==> config.mk <==
export PLATFORM = sky130hd
export DESIGN_NAME = i2s_rx
export DESIGN_NICKNAME = d
export VERILOG_FILES = /design/src/rtl/i2s_defs.sv /design/src/rtl/i2s_sync_edge.sv /design/src/rtl/i2s_rx.sv
export SDC_FILE = /design/constraint.sdc
export NUM_CORES = 1
export LEC_CHECK = 0
export CAP_MARGIN = 20
export CORE_ASPECT_RATIO = 1.2
export CORE_UTILIZATION = 35
export DETAILED_ROUTE_END_ITERATION = 7
export GPL_TIMING_DRIVEN = 1
export PLACE_DENSITY_LB_ADDON = 0.25
export SETUP_SLACK_MARGIN = 0.05
export SKIP_LAST_GASP = 1
export SYNTH_ARGS = -nofsm -noshare
export SYNTH_HDL_FRONTEND = slang
export SYNTH_HIERARCHICAL = 1
export SYNTH_SLANG_ARGS = --single-unit
==> constraint.sdc <==
create_clock -name clk -period 3 [get_ports clk]
set_clock_uncertainty 0.05 [all_clocks]
set_input_delay 0.45 -clock clk [delete_from_list [all_inputs] [get_ports clk]]
set_output_delay 0.45 -clock clk [all_outputs]
set_load 0.005 [all_outputs]
==> src/rtl/i2s_defs.sv <==
// Shared I2S definitions: receiver FSM encoding, word-select polarity and default width.
// audio_out uses LR_LEFT and DATA_W_DEF from here as well.
package i2s_defs;

   localparam int   DATA_W_DEF = 16;
   localparam logic LR_LEFT    = 1'b0;

   typedef enum logic [1:0] {
      ST_SYNC  = 2'd0,
      ST_LEFT  = 2'd1,
      ST_RIGHT = 2'd2
   } i2s_state_e;

endpackage

==> src/rtl/i2s_sync_edge.sv <==
// Two-flop synchronizer for an asynchronous input followed by a registered
// rising-edge detector; rise_o is a one-clk pulse per input rise.
module i2s_sync_edge (
   input  logic clk,
   input  logic reset,
   input  logic async_i,
   output logic rise_o
);

   logic s1_q, s2_q, s3_q, rise_q;

   always_ff @(posedge clk) begin
      if (reset) begin
         s1_q   <= 1'b0;
         s2_q   <= 1'b0;
         s3_q   <= 1'b0;
         rise_q <= 1'b0;
      end else begin
         s1_q   <= async_i;
         s2_q   <= s1_q;
         s3_q   <= s2_q;
         rise_q <= s2_q & ~s3_q;
      end
   end

   assign rise_o = rise_q;

endmodule

==> src/rtl/i2s_rx.sv <==
// I2S slave receiver: oversamples BCLK/LRCK/DATA with clk and delivers one
// left/right pair per frame with a single-cycle valid strobe.
module i2s_rx
   import i2s_defs::*;
#(
   parameter int DATA_W  = DATA_W_DEF,
   parameter int TIMEOUT = 1024
) (
   input  logic              clk,
   input  logic              reset,
   input  logic              i2s_bclk,
   input  logic              i2s_lrclk,
   input  logic              i2s_data,
   output logic [DATA_W-1:0] sample_l,
   output logic [DATA_W-1:0] sample_r,
   output logic              sample_valid,
   output logic              locked,
   output logic              frame_err
);

   localparam int              IDX_W    = $clog2(DATA_W + 2);
   localparam int              CNT_W    = $clog2(TIMEOUT + 1);
   localparam logic [IDX_W-1:0] IDX_FULL = IDX_W'(DATA_W);
   localparam logic [IDX_W-1:0] IDX_SAT  = IDX_W'(DATA_W + 1);
   localparam logic [CNT_W-1:0] CNT_TMO  = CNT_W'(TIMEOUT);

   logic       bclk_rise;
   logic [1:0] lr_sync_q, dat_sync_q;
   logic       lr_q, dat_q;

   i2s_sync_edge u_bclk_sync (
      .clk     (clk),
      .reset   (reset),
      .async_i (i2s_bclk),
      .rise_o  (bclk_rise)
   );

   // LRCK/DATA get one extra stage so they line up with the registered rise pulse
   always_ff @(posedge clk) begin
      if (reset) begin
         lr_sync_q  <= '0;
         dat_sync_q <= '0;
         lr_q       <= 1'b0;
         dat_q      <= 1'b0;
      end else begin
         lr_sync_q  <= {lr_sync_q[0], i2s_lrclk};
         dat_sync_q <= {dat_sync_q[0], i2s_data};
         lr_q       <= lr_sync_q[1];
         dat_q      <= dat_sync_q[1];
      end
   end

   i2s_state_e        state_q, state_d;
   logic [IDX_W-1:0]  idx_q, idx_d;
   logic [DATA_W-1:0] shreg_q, shreg_d;
   logic [DATA_W-1:0] hold_l_q, hold_l_d;
   logic [DATA_W-1:0] hold_r_q, hold_r_d;
   logic              lr_prev_q, lr_prev_d;
   logic              left_ok_q, left_ok_d;
   logic [CNT_W-1:0]  cnt_q, cnt_d;
   logic              tmo_hit;
   logic              pair_q, pair_d;
   logic              err_q, err_d;
   logic              tmo_q, tmo_d;

   assign tmo_hit = !bclk_rise && (cnt_q == CNT_TMO - 1'b1);

   always_comb begin
      cnt_d = cnt_q;
      if (bclk_rise)
         cnt_d = '0;
      else if (cnt_q != CNT_TMO)
         cnt_d = cnt_q + 1'b1;
   end

   always_comb begin
      state_d   = state_q;
      idx_d     = idx_q;
      shreg_d   = shreg_q;
      hold_l_d  = hold_l_q;
      hold_r_d  = hold_r_q;
      lr_prev_d = lr_prev_q;
      left_ok_d = left_ok_q;
      pair_d    = 1'b0;
      err_d     = 1'b0;
      tmo_d     = 1'b0;

      if (bclk_rise) begin
         lr_prev_d = lr_q;
         if (lr_q != lr_prev_q) begin
            // Delay-slot rise: close the slot that just ended
            idx_d = '0;
            unique case (state_q)
               ST_SYNC: begin
                  if (lr_q == LR_LEFT) begin
                     state_d   = ST_LEFT;
                     left_ok_d = 1'b0;
                  end
               end
               ST_LEFT: begin
                  state_d = ST_RIGHT;
                  if (idx_q < IDX_FULL) begin
                     err_d     = 1'b1;
                     left_ok_d = 1'b0;
                  end else begin
                     left_ok_d = 1'b1;
                  end
               end
               ST_RIGHT: begin
                  state_d = ST_LEFT;
                  if (idx_q < IDX_FULL)
                     err_d = 1'b1;
                  else if (left_ok_q)
                     pair_d = 1'b1;
               end
               default: state_d = ST_SYNC;
            endcase
         end else if (idx_q != IDX_SAT) begin
            idx_d = idx_q + 1'b1;
            if (idx_d <= IDX_FULL) begin
               shreg_d = {shreg_q[DATA_W-2:0], dat_q};
               if (idx_d == IDX_FULL) begin
                  if (lr_q == LR_LEFT)
                     hold_l_d = shreg_d;
                  else
                     hold_r_d = shreg_d;
               end
            end
         end
      end

      if (tmo_hit) begin
         state_d   = ST_SYNC;
         left_ok_d = 1'b0;
         tmo_d     = 1'b1;
      end
   end

   always_ff @(posedge clk) begin
      if (reset) begin
         state_q   <= ST_SYNC;
         idx_q     <= '0;
         shreg_q   <= '0;
         hold_l_q  <= '0;
         hold_r_q  <= '0;
         lr_prev_q <= 1'b0;
         left_ok_q <= 1'b0;
         cnt_q     <= '0;
         pair_q    <= 1'b0;
         err_q     <= 1'b0;
         tmo_q     <= 1'b0;
      end else begin
         state_q   <= state_d;
         idx_q     <= idx_d;
         shreg_q   <= shreg_d;
         hold_l_q  <= hold_l_d;
         hold_r_q  <= hold_r_d;
         lr_prev_q <= lr_prev_d;
         left_ok_q <= left_ok_d;
         cnt_q     <= cnt_d;
         pair_q    <= pair_d;
         err_q     <= err_d;
         tmo_q     <= tmo_d;
      end
   end

   logic [DATA_W-1:0] sample_l_q, sample_r_q;
   logic              valid_q, locked_q, ferr_q;

   always_ff @(posedge clk) begin
      if (reset) begin
         sample_l_q <= '0;
         sample_r_q <= '0;
         valid_q    <= 1'b0;
         locked_q   <= 1'b0;
         ferr_q     <= 1'b0;
      end else begin
         valid_q <= pair_q;
         ferr_q  <= err_q;
         if (pair_q) begin
            sample_l_q <= hold_l_q;
            sample_r_q <= hold_r_q;
         end
         if (tmo_q)
            locked_q <= 1'b0;
         else if (pair_q)
            locked_q <= 1'b1;
      end
   end

   assign sample_l     = sample_l_q;
   assign sample_r     = sample_r_q;
   assign sample_valid = valid_q;
   assign locked       = locked_q;
   assign frame_err    = ferr_q;

endmodule
# --- Word level (Yosys, flattened, before mapping) ---
# Index checks and enable logic that the tools add are counted.
classes:
  n_reduce_logical: 17
  bitwise: 7
  magnitude_cmp: 2
  n_eq_ne: 8
  addsub: 2
  muxes: 10
op_table:
  columns: ["cell", "n"]
  rows:
  - ["6-bit AND reduction", 2]
  - ["11-bit by 1-bit adder with 11-bit output, second input constant", 1]
  - ["11-bit by 10-bit == test with 1-bit output, second input constant", 1]
  - ["11-bit != test, second input constant", 1]
  - ["5-bit two-way mux", 2]
  - ["4-bit AND reduction", 2]
  - ["2-bit OR reduction", 4]
  - ["1-bit NOT", 6]
  - ["2-bit one-hot mux with 3 select lines", 1]
  - ["5-bit by 1-bit adder with 5-bit output, second input constant", 1]
  - ["5-bit == test, second input constant", 1]
  - ["5-bit <= comparator, second input constant", 1]
  - ["5-bit < comparator, second input constant", 1]
  - ["1-bit two-way mux", 5]
  - ["5-bit != test, second input constant", 1]
  - ["5-bit OR reduction", 1]
  - ["2-bit nonzero test", 2]
  - ["4-bit OR reduction", 1]
  - ["3-bit AND reduction", 1]
  - ["2-bit by 1-bit == test with 1-bit output, second input constant", 1]
  - ["2-bit == test, second input constant", 1]
  - ["2-bit zero test", 1]
  - ["2-bit two-way mux", 1]
  - ["2-bit != test, second input constant", 1]
  - ["other kinds (6)", 6]
word_totals:
  out_inout_bits: 35
  ff_bits: 115
  in_bits: 5

# --- Longest topological paths before layout ---
# Gate-level depths: netlist of the first run.
logic_depth:
  word_depth: 4
  mapped_depth: 8
  depth_no_buf: 6

# --- Hierarchy ---
# The synthesis of the first run kept the hierarchy.
modules_own_cells:
  columns: ["module", "n_inst", "area_each_um2", "cells_each"]
  rows:
  - ["i2s_rx", 1, 4354.2, 426]
  - ["i2s_sync_edge", 1, 111.4, 8]

# --- Worst setup path after synthesis of the first run ---
# Ideal clock, no wire load.
synth_timing:
  path_kind: "flip-flop to flip-flop"
  start: "register idx_q[0]"
  end: "register shreg_q[10]"
  setup_slack_ns: 0.908
  path_stages_with_launch: 7
  required_ns: 2.878
  period_less_slack_ns: 2.092
  t_arrival_ns: 1.970
  setup_ns: 0.072
  path_cell_list: "dfxtp_1 > ha_1 > and4_4 > or4_4 > o21ai_4 > buf_12 > mux2i_1"
synth_via:
  elab_chain_len: 3
  elab_cells_between_ends: 4
  classes_between: "1 x add/sub; 1 x order compare; 1 x eq/ne; 1 x reduce/logical"
synth_lines:
  columns: ["element", "line_no", "rtl"]
  rows:
  - ["from (decl)", "i2s_rx.sv:54", "logic [IDX_W-1:0] idx_q, idx_d;"]
  - ["from (signal assigned)", "i2s_rx.sv:154", "idx_q <= idx_d;"]
  - ["5-bit by 1-bit adder with 5-bit output", "i2s_rx.sv:119", "idx_d = idx_q + 1'b1;"]
  - ["5-bit <= comparator", "i2s_rx.sv:120", "if (idx_d <= IDX_FULL) begin"]
  - ["4-bit AND reduction (no line) (*)", null, null]
  - ["to (signal assigned)", "i2s_rx.sv:155", "shreg_q <= shreg_d;"]
  - ["to (decl)", "i2s_rx.sv:55", "logic [DATA_W-1:0] shreg_q, shreg_d;"]
# Mark *: on every way between the ends. The rest lies on a longest branch, timed or not.
# A chain may end at the register's enable or synchronous reset.

# --- Worst setup path after layout of the first run ---
layout_timing:
  start: "register idx_q[0]"
  end: "register shreg_q[0]"
# The elaborated chain is that of the path after synthesis.

==> reports/qor.yml, run 1 <==
run_status:
  run_status: "finished clean"
grt:
  grt_max_degree: 35
  grt_usage: 0.137
  busiest_layer: "met2"
  grt_overflow: 0
  met2_usage: 0.216
  antenna_found_initial: 0
  grt_pass1_vias: 3059
  grt_pass1_wl_mm: 14.3
  met1_usage: 0.164
  grtUsageMet3: 0.0466
power_and_ir_drop:
  powerDensity_nw_per_um2: 672
  total_power_mw: 3.75
  p_leak_nw: 2.22
  ir_drop_mv: 0.337
min_path:
  min_from: "tmo_q$_SDFF_PP0_"
  hp-class: "reg2reg"
  hold_path_depth: 1
  hold_end: "locked$_SDFFE_PP0P_"
yosys:
  ys_types: 48
  ys_ff_latch: 115
  yosysWarnings: 6
  synth_ff_type: "dfxtp_1"
  syn_nets: 448
  yosysSeqAreaShare: 0.516
  netlist_area_um2: 4470
  syn_inst: 434
  synth_edf_count: 0
  syn_avg_cell_area_um2: 10.3
  postSynth.asyncResetShare: 0
flow_run:
  drv_cap: 0
layout:
  final_common_cell: "dfxtp_1"
  final_util: 0.454
  nNetsFinal: 484
  drive_above_1_share: 0.102
  fillCellCount: 1174
  antenna_cells: 0
  mostFrequentLayoutCells: "114 x dfxtp_1, 83 x mux2i_1, 55 x nand2_1"
  syn_to_final_growth_pct: 24.9
routing:
  drc_errors: 0
  wl_per_cell_um: 13.0
  vias: 3047
  first_pass_iters: 4
  avgViaCountPerCell: 4.74
  routed_wl_mm: 8.33
  ant_nets: 0
  drt-initial-drc-count: 114
clock_network:
  cts_hold_buf: 0
  post_cts_buffers: 0
  cts_buffer_depth: 2
  cts_tree: "yes"
  worstSkewPairLatency_ns: 0.41
  cts.sink_count: 115
  htree_levels: 4
  clk_pin_slew_ns: 0.06
  cts_inserted_buffers: 17
  clockRootBuffer: "clkbuf_16"
  ctsResizeCount: 0
die:
  die_w_um: 105
  ios: 40
  initial_core_util: 0.364
  core-area_um2: 12300
  dieArea_um2: 13200
  die_h_um: 126
  placementRows: 44
placed_design:
  port_buffers: 39
  dp_hpwl_mm: 5.47
  gp_congestion: 0.749
sta:
  setup_viol: 0
  setup-tns-final_ns: 0
  drv_slew: 0
  fin_crit_ns: 2.42
  tightestPinTransition_ns: 1.07
  hold_violations: 0
  slew_headroom: 0.289
  fmax_ghz: 0.413
  rsz0062_at_grt: "no"
  period_share: 0.807
setup_path:
  critical_path_class: "reg2reg"
  crit_path_end_kind: "flip-flop"
  rrSetupSlack_ns: 0.58
  cp-start-kind: "flip-flop"
  rr_worst_depth: 5
  arrival_ns: 2.70
  crit_fanout: 15
  r2r-start: "idx_q[0]$_SDFFE_PP0P_"
  required_ns: 3.28
  r2r-end: "shreg_q[0]$_SDFFE_PP0P_"
-- sequential cells by signal, summed over array words and instances (netlist names), 5 cells and up --
| signal | flops |
|---|---|
| hold_l_q | 16 |
| hold_r_q | 16 |
| sample_l | 16 |
| sample_r | 16 |
| shreg_q | 15 |
| cnt_q | 11 |
| idx_q | 5 |
-- where the power goes --
group | switching [mW] | total [mW] | internal [mW]
clock network | 0.672 | 2.14 | 1.47
registers | 0.00835 | 1.55 | 1.54
logic | 0.0382 | 0.0596 | 0.0214
total | 0.719 | 3.75 | 3.03
-- cells in the mapped netlist, types with 2 or more instances --
master      n  area, µm²
buf_6       3       33.8
nor2b_1    13       81.3
o31ai_1     2       15.0
and3_1      4       25.0
mux2i_1    83        831
xnor2_1     3       26.3
nand3b_1    2       15.0
ha_1        9        113
dfxtp_1   115       2300
a22oi_1     2       15.0
inv_1       7       26.3
o21ai_0     5       25.0
xor2_1      8       70.1
nor4_1      3       18.8
nand4_1     5       31.3
nand3_1     4       20.0
nor4b_1     2       17.5
a21oi_1     5       25.0
nor2_1     52        195
nor3_1      3       15.0
nand2_1    55        206
or2_2       2       12.5
and4_1      2       17.5
buf_2       3       15.0
clkbuf_1   18       67.6
nand2b_1    2       12.5
-- worst max path at each step --
stage,startpoint,to,slack [ns],cells past startpoint
after floorplan,idx_q[0]$_SDFFE_PP0P_,shreg_q[10]$_SDFFE_PP0P_,0.91,6
after global placement,idx_q[0]$_SDFFE_PP0P_,shreg_q[3]$_SDFFE_PP0P_,0.72,5
after detailed placement,idx_q[0]$_SDFFE_PP0P_,shreg_q[14]$_SDFFE_PP0P_,0.61,5
after CTS,idx_q[0]$_SDFFE_PP0P_,shreg_q[0]$_SDFFE_PP0P_,0.57,5
after global routing,idx_q[0]$_SDFFE_PP0P_,shreg_q[0]$_SDFFE_PP0P_,0.40,5
final,idx_q[0]$_SDFFE_PP0P_,shreg_q[0]$_SDFFE_PP0P_,0.58,5
-- logic make-up (layout without fill, tap and decap cells) --
group           Yosys count  after routing  synth area share
buf+inv                  33             81            0.0373
fa+ha+maj                 9              9            0.0252
compound gates           22             22            0.0367
simple gates            161            161             0.178
xor+xnor                 11             11            0.0216
mux                      83             83             0.186
flops                   115            115             0.516
-- critical path, stage by stage, from the launching register on --
cell and delay (ns):
dfxtp_1 0.44, ha_1 0.35, a21oi_1 0.17, or4_4 0.55, o21ai_4 0.51, mux2i_1 0.27
-- metrics by stage --
stage | cells | hold WS, ns | worst slack (ns) | instance area (µm²)
after floorplan | 434 | 0.323 | 0.908 | 4470
final | 643 | 0.334 | 0.579 | 5580
after CTS | 643 | 0.336 | 0.573 | 5580
after detailed placement | 612 | 0.332 | 0.614 | 4940
after global placement | 612 | 0.328 | 0.720 | 4940
after global routing | 643 | 0.345 | 0.398 | 5580
-- layer usage --
metal / wire [µm] / vias to the layer above / part of all wire
met5: 0 / - / 0
met4: 119 / 0 / 0.014
met3: 275 / 11 / 0.033
met2: 3970 / 57 / 0.48
met1: 3970 / 1442 / 0.48
li1: - / 1537 / -
-- area by class of cell --
cell class	instances	area (µm²)	share of cell area
Multi-Input combinational cell	286	2000	0.358
Timing Repair Buffer	43	415	0.0745
Inverter	7	26.3	0.00471
Clock buffer	22	484	0.0868
Tap cell	161	201	0.0361
Sequential cell	115	2300	0.413
Clock inverter	9	151	0.0271
No activity file was read; power rests on OpenSTA's default activity.
==> inputs of run 2 (changes only) <==
Clock period 3 ns to 2.06 ns, I/O delays scaled along.
==> reports/qor.yml, run 2 (synthesis results as in run 1) <==
die:
  die_h_um: 126
  dieArea_um2: 13200
  die_w_um: 105
  initial_core_util: 0.364
  placementRows: 44
  ios: 40
  core-area_um2: 12300
routing:
  first_pass_iters: 4
  ant_nets: 0
  drc_errors: 0
  vias: 3059
  routed_wl_mm: 8.30
  avgViaCountPerCell: 4.68
  wl_per_cell_um: 12.7
  drt-initial-drc-count: 155
sta:
  tightestPinTransition_ns: 0.410
  hold_violations: 0
  slew_headroom: 0.725
  fin_crit_ns: 1.95
  drv_slew: 0
  period_share: 0.945
  setup_viol: 0
  rsz0062_at_grt: "yes"
  fmax_ghz: 0.513
  setup-tns-final_ns: 0
clock_network:
  htree_levels: 4
  worstSkewPairLatency_ns: 0.40
  cts.sink_count: 115
  cts_buffer_depth: 2
  clockRootBuffer: "clkbuf_16"
  clk_pin_slew_ns: 0.05
  cts_inserted_buffers: 17
  cts_tree: "yes"
grt:
  grt_usage: 0.137
  grt_max_degree: 49
  grt_pass1_vias: 3049
  grt_overflow: 0
  grt_pass1_wl_mm: 14.5
  antenna_found_initial: 0
power_and_ir_drop:
  pwr-share-comb: 0.020
  switching_share: 0.202
  clockPowerShare: 0.536
  powerDensity_nw_per_um2: 894
  p_switching_mw: 1.03
  power.share.sequential: 0.444
  ir_drop_mv: 0.466
  intPower_mw: 4.04
  p_leak_nw: 2.25
layout:
  fillCellCount: 1162
  nNetsFinal: 494
  syn_to_final_growth_pct: 27.0
  antenna_cells: 0
  drive_above_1_share: 0.124
  ff_latch_area_um2: 2310
  final_cell_count_no_fill: 654
  multi_input_area_um2: 2010
  final_common_cell: "dfxtp_1"
  mostFrequentLayoutCells: "112 x dfxtp_1, 83 x mux2i_1, 55 x nand2_1"
setup_path:
  crit_fanout: 7
  rrSetupSlack_ns: 0.11
  crit_path_end_kind: "flip-flop"
  arrival_ns: 2.21
  critical_path_class: "reg2reg"
  required_ns: 2.33
  cp-start-kind: "flip-flop"
placed_design:
  gp_congestion: 0.779
  port_buffers: 39
  dp_hpwl_mm: 5.43
  placed_cells: 616
run_status:
  run_status: "finished clean"
flow_run:
  drv_cap: 0
min_path:
  hp-class: "in2reg"
run 2: final cells by class:
type,instances,area share
clock buffer,21,0.0777
clock inverter,11,0.0199
inverter,7,0.00463
multi-input combinational,286,0.355
sequential,115,0.407
tap,161,0.0355
timing repair buffer,53,0.100
run 2: through the flow:
| stage | area (µm²) | hold slack, ns | utilization | power (mW) | worst slack, ns |
|---|---|---|---|---|---|
| final | 5670 | 0.288 | 0.462 | 5.07 | 0.112 |
| after global routing | 5670 | 0.321 | 0.462 | 5.27 | 0.0423 |
| after CTS | 5640 | 0.281 | 0.460 | 5.15 | 0.0337 |
| after detailed placement | 5040 | 0.352 | 0.410 | 2.39 | 0.0299 |
| after global placement | 5040 | 0.346 | 0.410 | 2.39 | 0.101 |
| after floorplan | 4480 | 0.323 | - | 2.36 | 0.0517 |
run 2: repair_timing:
item	4_1_cts	5_1_grt
pin swaps	1	3
setup buffers	2	3
gates cloned	1	0
setup endpoints to repair	14	16
gates resized for setup	2	6
hold buffers	0	0
run 2: per-layer routing:
layer,global-route usage,routed length [µm],up-vias
met5,0,0,-
met4,0.0456,73,0
met3,0.0461,235,7
met1,0.165,3940,1434
met2,0.228,4050,49
li1,-,-,1569
run 2: worst max-delay path, cell delays in order (launching register included):
cell and delay, ns:
dfxtp_4 0.39, ha_4 0.18, a21oi_1 0.10, or4_4 0.55, o21ai_4 0.18, buf_6 0.12, buf_12 0.12, mux2i_1 0.19
run 2: power groups by stage:
stage | logic (mW) | registers [mW] | clock network, mW
after floorplan | 0.0675 | 2.29 | 0
after global placement | 0.0928 | 2.30 | 0
after detailed placement | 0.0942 | 2.30 | 0
after CTS | 0.101 | 2.25 | 2.80
after global routing | 0.113 | 2.25 | 2.91
final | 0.101 | 2.25 | 2.72
run 2: final timing paths:
| kind | startpoint | end | depth (start not counted) |
|---|---|---|---|
| max reg2reg | idx_q[1]$_SDFFE_PP0P_ | shreg_q[4]$_SDFFE_PP0P_ | 7 |
| min | reset | left_ok_q$_SDFFE_PP0P_ | 4 |
| max | idx_q[1]$_SDFFE_PP0P_ | shreg_q[4]$_SDFFE_PP0P_ | 7 |
| min reg2reg | u_bclk_sync/s3_q$_SDFF_PP0_ | u_bclk_sync/rise_o$_SDFF_PP0_ | 1 |
